File: src/rtl/envelope_engine.sv
// rtl/envelope_engine.sv - time-multiplexed ADSR envelope generator
// One slot per cycle: key-edge retrigger, saturating rate steps, frame-divided level updates.
module envelope_engine #(
  parameter int NUM_VOICES    = 16,
  parameter int NUM_OPERATORS = 6,
  parameter int LEVEL_WIDTH   = 16,
  parameter int TICK_DIV      = 128,
  localparam int NUM_SLOTS    = NUM_VOICES * NUM_OPERATORS,
  localparam int SLOT_W       = $clog2(NUM_SLOTS)
) (
  input  logic                   i_Clock,
  input  logic                   i_Reset_n,
  input  logic                   i_SlotValid,
  input  logic [SLOT_W-1:0]      i_Slot,
  input  logic                   i_KeyOn,
  input  logic [LEVEL_WIDTH-1:0] i_AttackRate,
  input  logic [LEVEL_WIDTH-1:0] i_AttackLevel,
  input  logic [LEVEL_WIDTH-1:0] i_DecayRate,
  input  logic [LEVEL_WIDTH-1:0] i_SustainLevel,
  input  logic [LEVEL_WIDTH-1:0] i_ReleaseRate,
  output logic                   o_Valid,
  output logic [SLOT_W-1:0]      o_Slot,
  output logic [LEVEL_WIDTH-1:0] o_Level,
  output logic [2:0]             o_State,
  output logic                   o_Update
);

  localparam int FC_W = (TICK_DIV > 1) ? $clog2(TICK_DIV) : 1;
  localparam logic [FC_W-1:0]   FC_LAST    = FC_W'(TICK_DIV - 1);
  localparam logic [SLOT_W-1:0] SLOT_LAST  = SLOT_W'(NUM_SLOTS - 1);
  localparam logic [SLOT_W:0]   SLOT_LIMIT = (SLOT_W + 1)'(NUM_SLOTS);

  typedef enum logic [2:0] {
    ST_MUTE = 3'd0,
    ST_ATT  = 3'd1,
    ST_DEC  = 3'd2,
    ST_SUS  = 3'd3,
    ST_REL  = 3'd4
  } state_t;

  state_t                 r_state [NUM_SLOTS];
  logic [LEVEL_WIDTH-1:0] r_level [NUM_SLOTS];
  logic [NUM_SLOTS-1:0]   r_key;
  logic [FC_W-1:0]        r_FrameCount;

  logic                   in_range;
  logic                   accept;
  logic [SLOT_W-1:0]      rd_idx;
  state_t                 cur_state;
  logic [LEVEL_WIDTH-1:0] cur_level;
  logic                   prev_key;
  logic                   update;
  state_t                 nxt_state;
  logic [LEVEL_WIDTH-1:0] nxt_level;
  logic [LEVEL_WIDTH:0]   att_sum;

  assign in_range  = ({1'b0, i_Slot} < SLOT_LIMIT);
  assign accept    = i_SlotValid && in_range;
  assign rd_idx    = in_range ? i_Slot : '0;
  assign cur_state = r_state[rd_idx];
  assign cur_level = r_level[rd_idx];
  assign prev_key  = r_key[rd_idx];
  assign update    = (r_FrameCount == FC_LAST);
  // One extra bit so the attack step saturates instead of wrapping.
  assign att_sum   = {1'b0, cur_level} + {1'b0, i_AttackRate};

  always_comb begin
    nxt_state = cur_state;
    nxt_level = cur_level;
    if (i_KeyOn && !prev_key) begin
      nxt_state = ST_ATT;
    end else if (!i_KeyOn && (prev_key || cur_state == ST_ATT ||
                              cur_state == ST_DEC || cur_state == ST_SUS)) begin
      nxt_state = ST_REL;
    end
    // Arithmetic follows the post-key-event state so an edge and an update share one visit.
    if (update) begin
      case (nxt_state)
        ST_ATT: begin
          if (att_sum >= {1'b0, i_AttackLevel}) begin
            nxt_level = i_AttackLevel;
            nxt_state = ST_DEC;
          end else begin
            nxt_level = att_sum[LEVEL_WIDTH-1:0];
          end
        end
        ST_DEC: begin
          if (cur_level <= i_SustainLevel || (cur_level - i_SustainLevel) <= i_DecayRate) begin
            nxt_level = i_SustainLevel;
            nxt_state = ST_SUS;
          end else begin
            nxt_level = cur_level - i_DecayRate;
          end
        end
        ST_SUS: nxt_level = i_SustainLevel;
        ST_REL: begin
          if (cur_level <= i_ReleaseRate) begin
            nxt_level = '0;
            nxt_state = ST_MUTE;
          end else begin
            nxt_level = cur_level - i_ReleaseRate;
          end
        end
        default: nxt_level = '0;
      endcase
    end
  end

  always_ff @(posedge i_Clock or negedge i_Reset_n) begin
    if (!i_Reset_n) begin
      for (int i = 0; i < NUM_SLOTS; i++) begin
        r_state[i] <= ST_MUTE;
        r_level[i] <= '0;
      end
      r_key        <= '0;
      r_FrameCount <= '0;
      o_Valid      <= 1'b0;
      o_Slot       <= '0;
      o_Level      <= '0;
      o_State      <= 3'd0;
      o_Update     <= 1'b0;
    end else begin
      o_Valid <= accept;
      if (accept) begin
        r_state[i_Slot] <= nxt_state;
        r_level[i_Slot] <= nxt_level;
        r_key[i_Slot]   <= i_KeyOn;
        o_Slot          <= i_Slot;
        o_Level         <= nxt_level;
        o_State         <= nxt_state;
        o_Update        <= update;
        if (i_Slot == SLOT_LAST) begin
          r_FrameCount <= (r_FrameCount == FC_LAST) ? '0 : r_FrameCount + 1'b1;
        end
      end
    end
  end

endmodule

File: config.mk
export PLATFORM = sky130hd
export DESIGN_NAME = envelope_engine
export DESIGN_NICKNAME = d
export VERILOG_FILES = /design/src/rtl/envelope_engine.sv
export SDC_FILE = /design/constraint.sdc
export NUM_CORES = 2
export LEC_CHECK = 0
export ABC_AREA = 1
export BUFFER_PORTS_ARGS = -buffer_cell sky130_fd_sc_hd__buf_2
export CORE_UTILIZATION = 50
export CTS_BUF_LIST = sky130_fd_sc_hd__clkbuf_8
export DETAILED_ROUTE_END_ITERATION = 10
export PLACE_DENSITY_LB_ADDON = 0.05
export SYNTH_ARGS = -nofsm -noshare
export SYNTH_HDL_FRONTEND = slang
export SYNTH_SLANG_ARGS = --single-unit
File: constraint.sdc
create_clock -name i_Clock -period 6.8 [get_ports i_Clock]
set_input_delay 0 -clock i_Clock [delete_from_list [all_inputs] [get_ports i_Clock]]
set_output_delay 0 -clock i_Clock [all_outputs]
set_load 0.02 [all_outputs]
== Yosys cells after proc, flatten, opt, wreduce, memory -nomap -nowiden ==
Cells that the tools add are included.

* Register bits after elaboration: 1,955
* Output and inout bits: 28

* Order comparisons: 11
* Reductions and logical operators: 12
* Bitwise gates (word level): 2
* Muxes and demuxes: 31
* $add $sub $neg: 5
* Eq/ne operators: 9

{| class="wikitable"
|+ Operator list
! kind !! number
|-
| bitwise mux 1536 bit || 1
|-
| bitwise mux 288 bit || 1
|-
| binary-select mux 16 bit (select 7 bit) || 1
|-
| demux 16 bit (select 7 bit) || 1
|-
| 2-to-1 mux 16 bit || 7
|-
| bitwise mux 96 bit || 1
|-
| one-hot mux 16 bit (4 select lines) || 1
|-
| less-or-equal comparator 16 bit || 3
|-
| subtractor 16 bit || 3
|-
| 2-to-1 mux 3 bit || 9
|-
| binary-select mux 3 bit (select 7 bit) || 1
|-
| demux 3 bit (select 7 bit) || 1
|-
| adder 16 x 16 -> 17 bit || 1
|-
| >= comparator 17 x 16 -> 1 bit || 1
|-
| >= comparator 8 bit, second input constant || 2
|-
| < comparator 7 x 8 -> 1 bit, second input constant || 2
|-
| NOT 7 -> 8 bit || 2
|-
| == test 7 bit, second input constant || 2
|-
| 2-to-1 mux 7 bit || 2
|-
| == test 3 x 2 -> 1 bit, second input constant || 4
|-
| one-hot mux 3 bit (3 select lines) || 1
|-
| < comparator 8 x 1 -> 1 bit, second input constant || 1
|-
| adder 7 x 1 -> 7 bit, second input constant || 1
|-
| binary-select mux 1 bit (select 7 bit) || 1
|-
| other kinds (10) || 20
|}

== Logic depth before layout (Yosys ltp) ==
* Depth after elaboration: 17
* Gate-level depth with buffers: 51
* Gate-level depth less buffers: 44

== Worst setup path before layout ==
OpenSTA, ideal clock, no wires.

* Path kind: input port to flip-flop
* From: input i_Slot[0]
* To: register o_Level[15]
* Setup slack: 637 ps
* Buffers on the path: 10
* Required time: 6,683 ps
* Stages: 46
* Arrival time: 6,045 ps
* Library setup time: 117 ps
* Path through: buf_2 > buf_2 > buf_6 > buf_4 > buf_2 > buf_2 > buf_2 > a22oi_1 > nor2_1 > o311ai_0 > a21oi_1 > o31ai_1 > nand2_1 > nand2_1 > inv_1 > ha_1 > nand2_1 > o31ai_1 > [... 10 more ...] > nand4_1 > nor3_1 > nand2_1 > o211ai_1 > nand3_1 > inv_1 > clkbuf_1 > nand3_1 > nand2_1 > nor2_1 > nor2_1 > nand2_1 > nand2_1 > nand2_2 > buf_2 > buf_4 > nand2_1 > nand2_1

* Word-level cells in the longest chain between the ends: 16
* Elaborated cells between the ends (all ways): 41

{| class="wikitable"
|+ Ends and longest elaborated chain
! element !! line !! RTL
|-
| start: declaration || 14 || <nowiki>input logic [SLOT_W-1:0] i_Slot,</nowiki>
|-
| parallel branches: the longest is 16 deep, another holds subtractor 16 bit || n/a ||
|-
| end signal: assignment || 129 || <nowiki>o_Level <= nxt_level;</nowiki>
|-
| end: declaration || 23 || <nowiki>output logic [LEVEL_WIDTH-1:0] o_Level,</nowiki>
|}

Parallel ways; which one is timed is not known. The select of a mux whose other input is x is not followed.
A chain may end at the register's enable or synchronous reset.

== Worst setup path after layout ==
* From: input i_Slot[2]
* To: register r_level[1030] in the netlist's numbering

* Word-level cells in the longest chain between the ends: 17
* Elaborated cells between the ends (all ways): 48

{| class="wikitable"
|+ Ends and longest elaborated chain
! element !! line !! RTL
|-
| parallel branches: the longest is 17 deep, another holds subtractor 16 bit || n/a ||
|-
| end signal: indexed assignment || 126 || <nowiki>r_level[i_Slot] <= nxt_level;</nowiki>
|-
| end: declaration || 42 || <nowiki>logic [LEVEL_WIDTH-1:0] r_level [NUM_SLOTS];</nowiki>
|}

Parallel ways; which one is timed is not known. The select of a mux whose other input is x is not followed.

==> metrics.txt <==
CP peak stage delay=0.71 ns; Clock Sinks=1955; Tightest Pin Transition=1.263 ns; min-delay worst type=in2reg; DRT Wirelength=404100 um; Syn Nets=12937; Die ar.=197600 um^2; gr ovfl total=0; Synth-to-Final Area Change=17.13%; Post-synth ARST share=100.0%; DRT iter0 DRCs=13427; critical setup path kind=in2reg; CP Max Fanout=16; Sw Share=32.05%; post-synth cell types=51; max_cap viols=0; I/O Pins=119; Core ar.=194800 um^2; clk_skew=0.1080 ns; Slowest cell on crit path=a21oi_1; CP dominant cell by count=nand2_1; crit path time final=6.624 ns; total negative slack=0 ns; synth top area cells=dfrtp_1, nand2_1, nand3_1, nor2_1, o21ai_0; area leader, netlist=dfrtp_1; Avg WL per Cell=25.22 um; final instance area=114700 um^2; sequential share of power=42.6%; Primary FF master, synth=dfrtp_1; FILL cells=17870; Synth Register Bits=1955; Clk network pwr share=36.3%; CP startpoint kind=input pin; Setup Viol. Count Final=0; Final GP Congestion=0.9698; clk_lat worst skew=1.11 ns; DRC=0; nets=13345; detailed placer's ending HPWL=251700 um; Net Switching=9.864 mW; CTS Root Cell=clkbuf_8; CTS tree=built; Global Route Usage Sum=39.77%; Syn Area/Cell=7.684 um^2; Longest Clk Path Bufs=4; Post-DRT Antenna Nets=0; Pwr Density=268.3 nW/um^2; Vias=95493; share of layout cells above drive strength 1=13.47%; most common cell after layout, fill and taps aside=nand2_1; vias in the first global route=91576; dpl ws=-0.8463 ns; TritonCTS Buffers=360; Max Clock Freq=151.0 MHz; Critical Path End Type=flip-flop; Post-DP Area=105800 um^2; total power=30.78 mW; die height=444.6 um; Final Worst Setup Slack=0.1765 ns; placed insts=15330; Hold Path Stages=12; Clock transition at path regs=0.06 ns; I/O Buffers=118; R2R cell count=43; relative slew slack=15.68%; final core utilization=58.89%; largest net degree at the start of global routing=158; internal power=20.92 mW; CP Data Required Time=7.72 ns; post-route insts no fill=16027; H-Tree Depth=5; Slew Limit Fails=0; Die Wd=444.6 um; commonest cells after routing, fill and taps aside=nand2_1, dfrtp_1, nand3_1; first-pass GRT wire length=593400 um; Ys Warns=0; EDFF count, synth=0; site row count=162; Synth Cell Area=97930 um^2; outcome=completed; Min Hold Slack=0.09121 ns; Post-Syn Instances=12745; VDD IR-drop max=0.1898 mV; initial antenna violation count=12; drt first pass iters=8; fin crit share=97.40%; top cell type's share of synthesized area=49.95%; WP data arrival=7.54 ns; final hold violations=0; combinational power share=21.1%; RSZ-0062 raised after global routing=true; post-DR vias/cell=5.958; initial core utilization=50.28%; cell leakage power=60.02 nW; register area share after synthesis=49.95%
-- critical path, delay by kind of cell --
kind,cells,cell delay [ns]
fa+ha+maj,2,0.60
buf+inv,12,2.57
simple gates,14,1.57
compound gates,11,2.52
xor+xnor,1,0.18
-- state kept, by name (all words and copies together), names as in the netlist --
name	cells
o_Level	16
o_Slot	7
o_State	3
o_Update	1
o_Valid	1
r_FrameCount	7
r_key	96
r_level	1536
r_state	288
-- area by class of cell --
type	count	area (um^2)	area share, %
Clock buffer	455	6262	5.459
Sequential cell	1955	48920	42.65
Antenna cell	3	7.507	0.006545
Timing Repair Buffer	1085	10270	8.950
Multi-Input combinational cell	9336	43670	38.07
Clock inverter	154	703.2	0.6130
Tap cell	2624	3283	2.862
Inverter	415	1594	1.390
-- Yosys cell counts (43+ instances only) --
library cell	n
nand2_1	5711
dfrtp_1	1955
nand3_1	1075
nor2_1	745
clkbuf_1	509
o21ai_0	481
inv_1	366
buf_2	349
a22oi_1	224
o311ai_0	155
o211ai_1	141
a21oi_1	140
o221ai_1	114
a221oi_1	112
ha_1	97
buf_4	68
buf_1	62
buf_6	51
nor3_1	48
or2_2	43
-- worst paths after layout --
check,from,to,slack [ns]
max in group asynchronous,i_Reset_n,r_state[168],4.80
min in group asynchronous,i_Reset_n,o_Update,0.54
worst max register to register,r_level[869],r_level[1030],0.23
worst max-delay path,i_Slot[2],r_level[1030],0.18
worst min register to register,r_level[943],r_level[943],0.47
worst min-delay path,i_ReleaseRate[15],r_level[1071],0.09
-- repair_timing --
action | in CTS | in global routing
setup endpoints to repair | 1726 | 1745
pin swaps | 2 | 44
buffers inserted | 3 | 24
hold buffers | 44 | 0
endpoints found under the hold margin | 2435 | 0
gates cloned | 0 | 14
gates resized for setup | 23 | 191
-- routing by layer --
| metal | wire, um | GRT usage, % | vias to the layer above | part of all wire (%) |
|---|---|---|---|---|
| met2 | 176700 | 59.42 | 5507 | 44 |
| met1 | 162300 | 54.34 | 46838 | 40 |
| li1 | - | - | 42123 | - |
| met3 | 44040 | 9.463 | 1021 | 11 |
| met5 | 26 | 0 | - | 0.0064 |
| met4 | 21050 | 19.34 | 4 | 5.2 |
-- power by group through the flow --
stage / registers, mW / logic, mW / clock network [mW]
floorplan: 13.2 / 3.23 / 0
global placement: 13.2 / 5.94 / 0
detailed placement: 13.3 / 6.00 / 0
CTS: 13.1 / 6.07 / 11.3
global route: 13.2 / 6.97 / 11.7
finish: 13.1 / 6.51 / 11.2
-- cells by family (layout without fill, tap and decap cells) --
logic type	Yosys count	in the layout	share of synthesized area, %
simple gates	7670	7670	31.11
flops	1955	1955	49.95
compound gates	1513	1513	10.47
buf+inv	1454	2109	6.670
fa+ha+maj	101	101	1.321
xor+xnor	52	52	0.4650
other cells	0	3	0
Note: power is estimated with default switching activity, not from simulation.
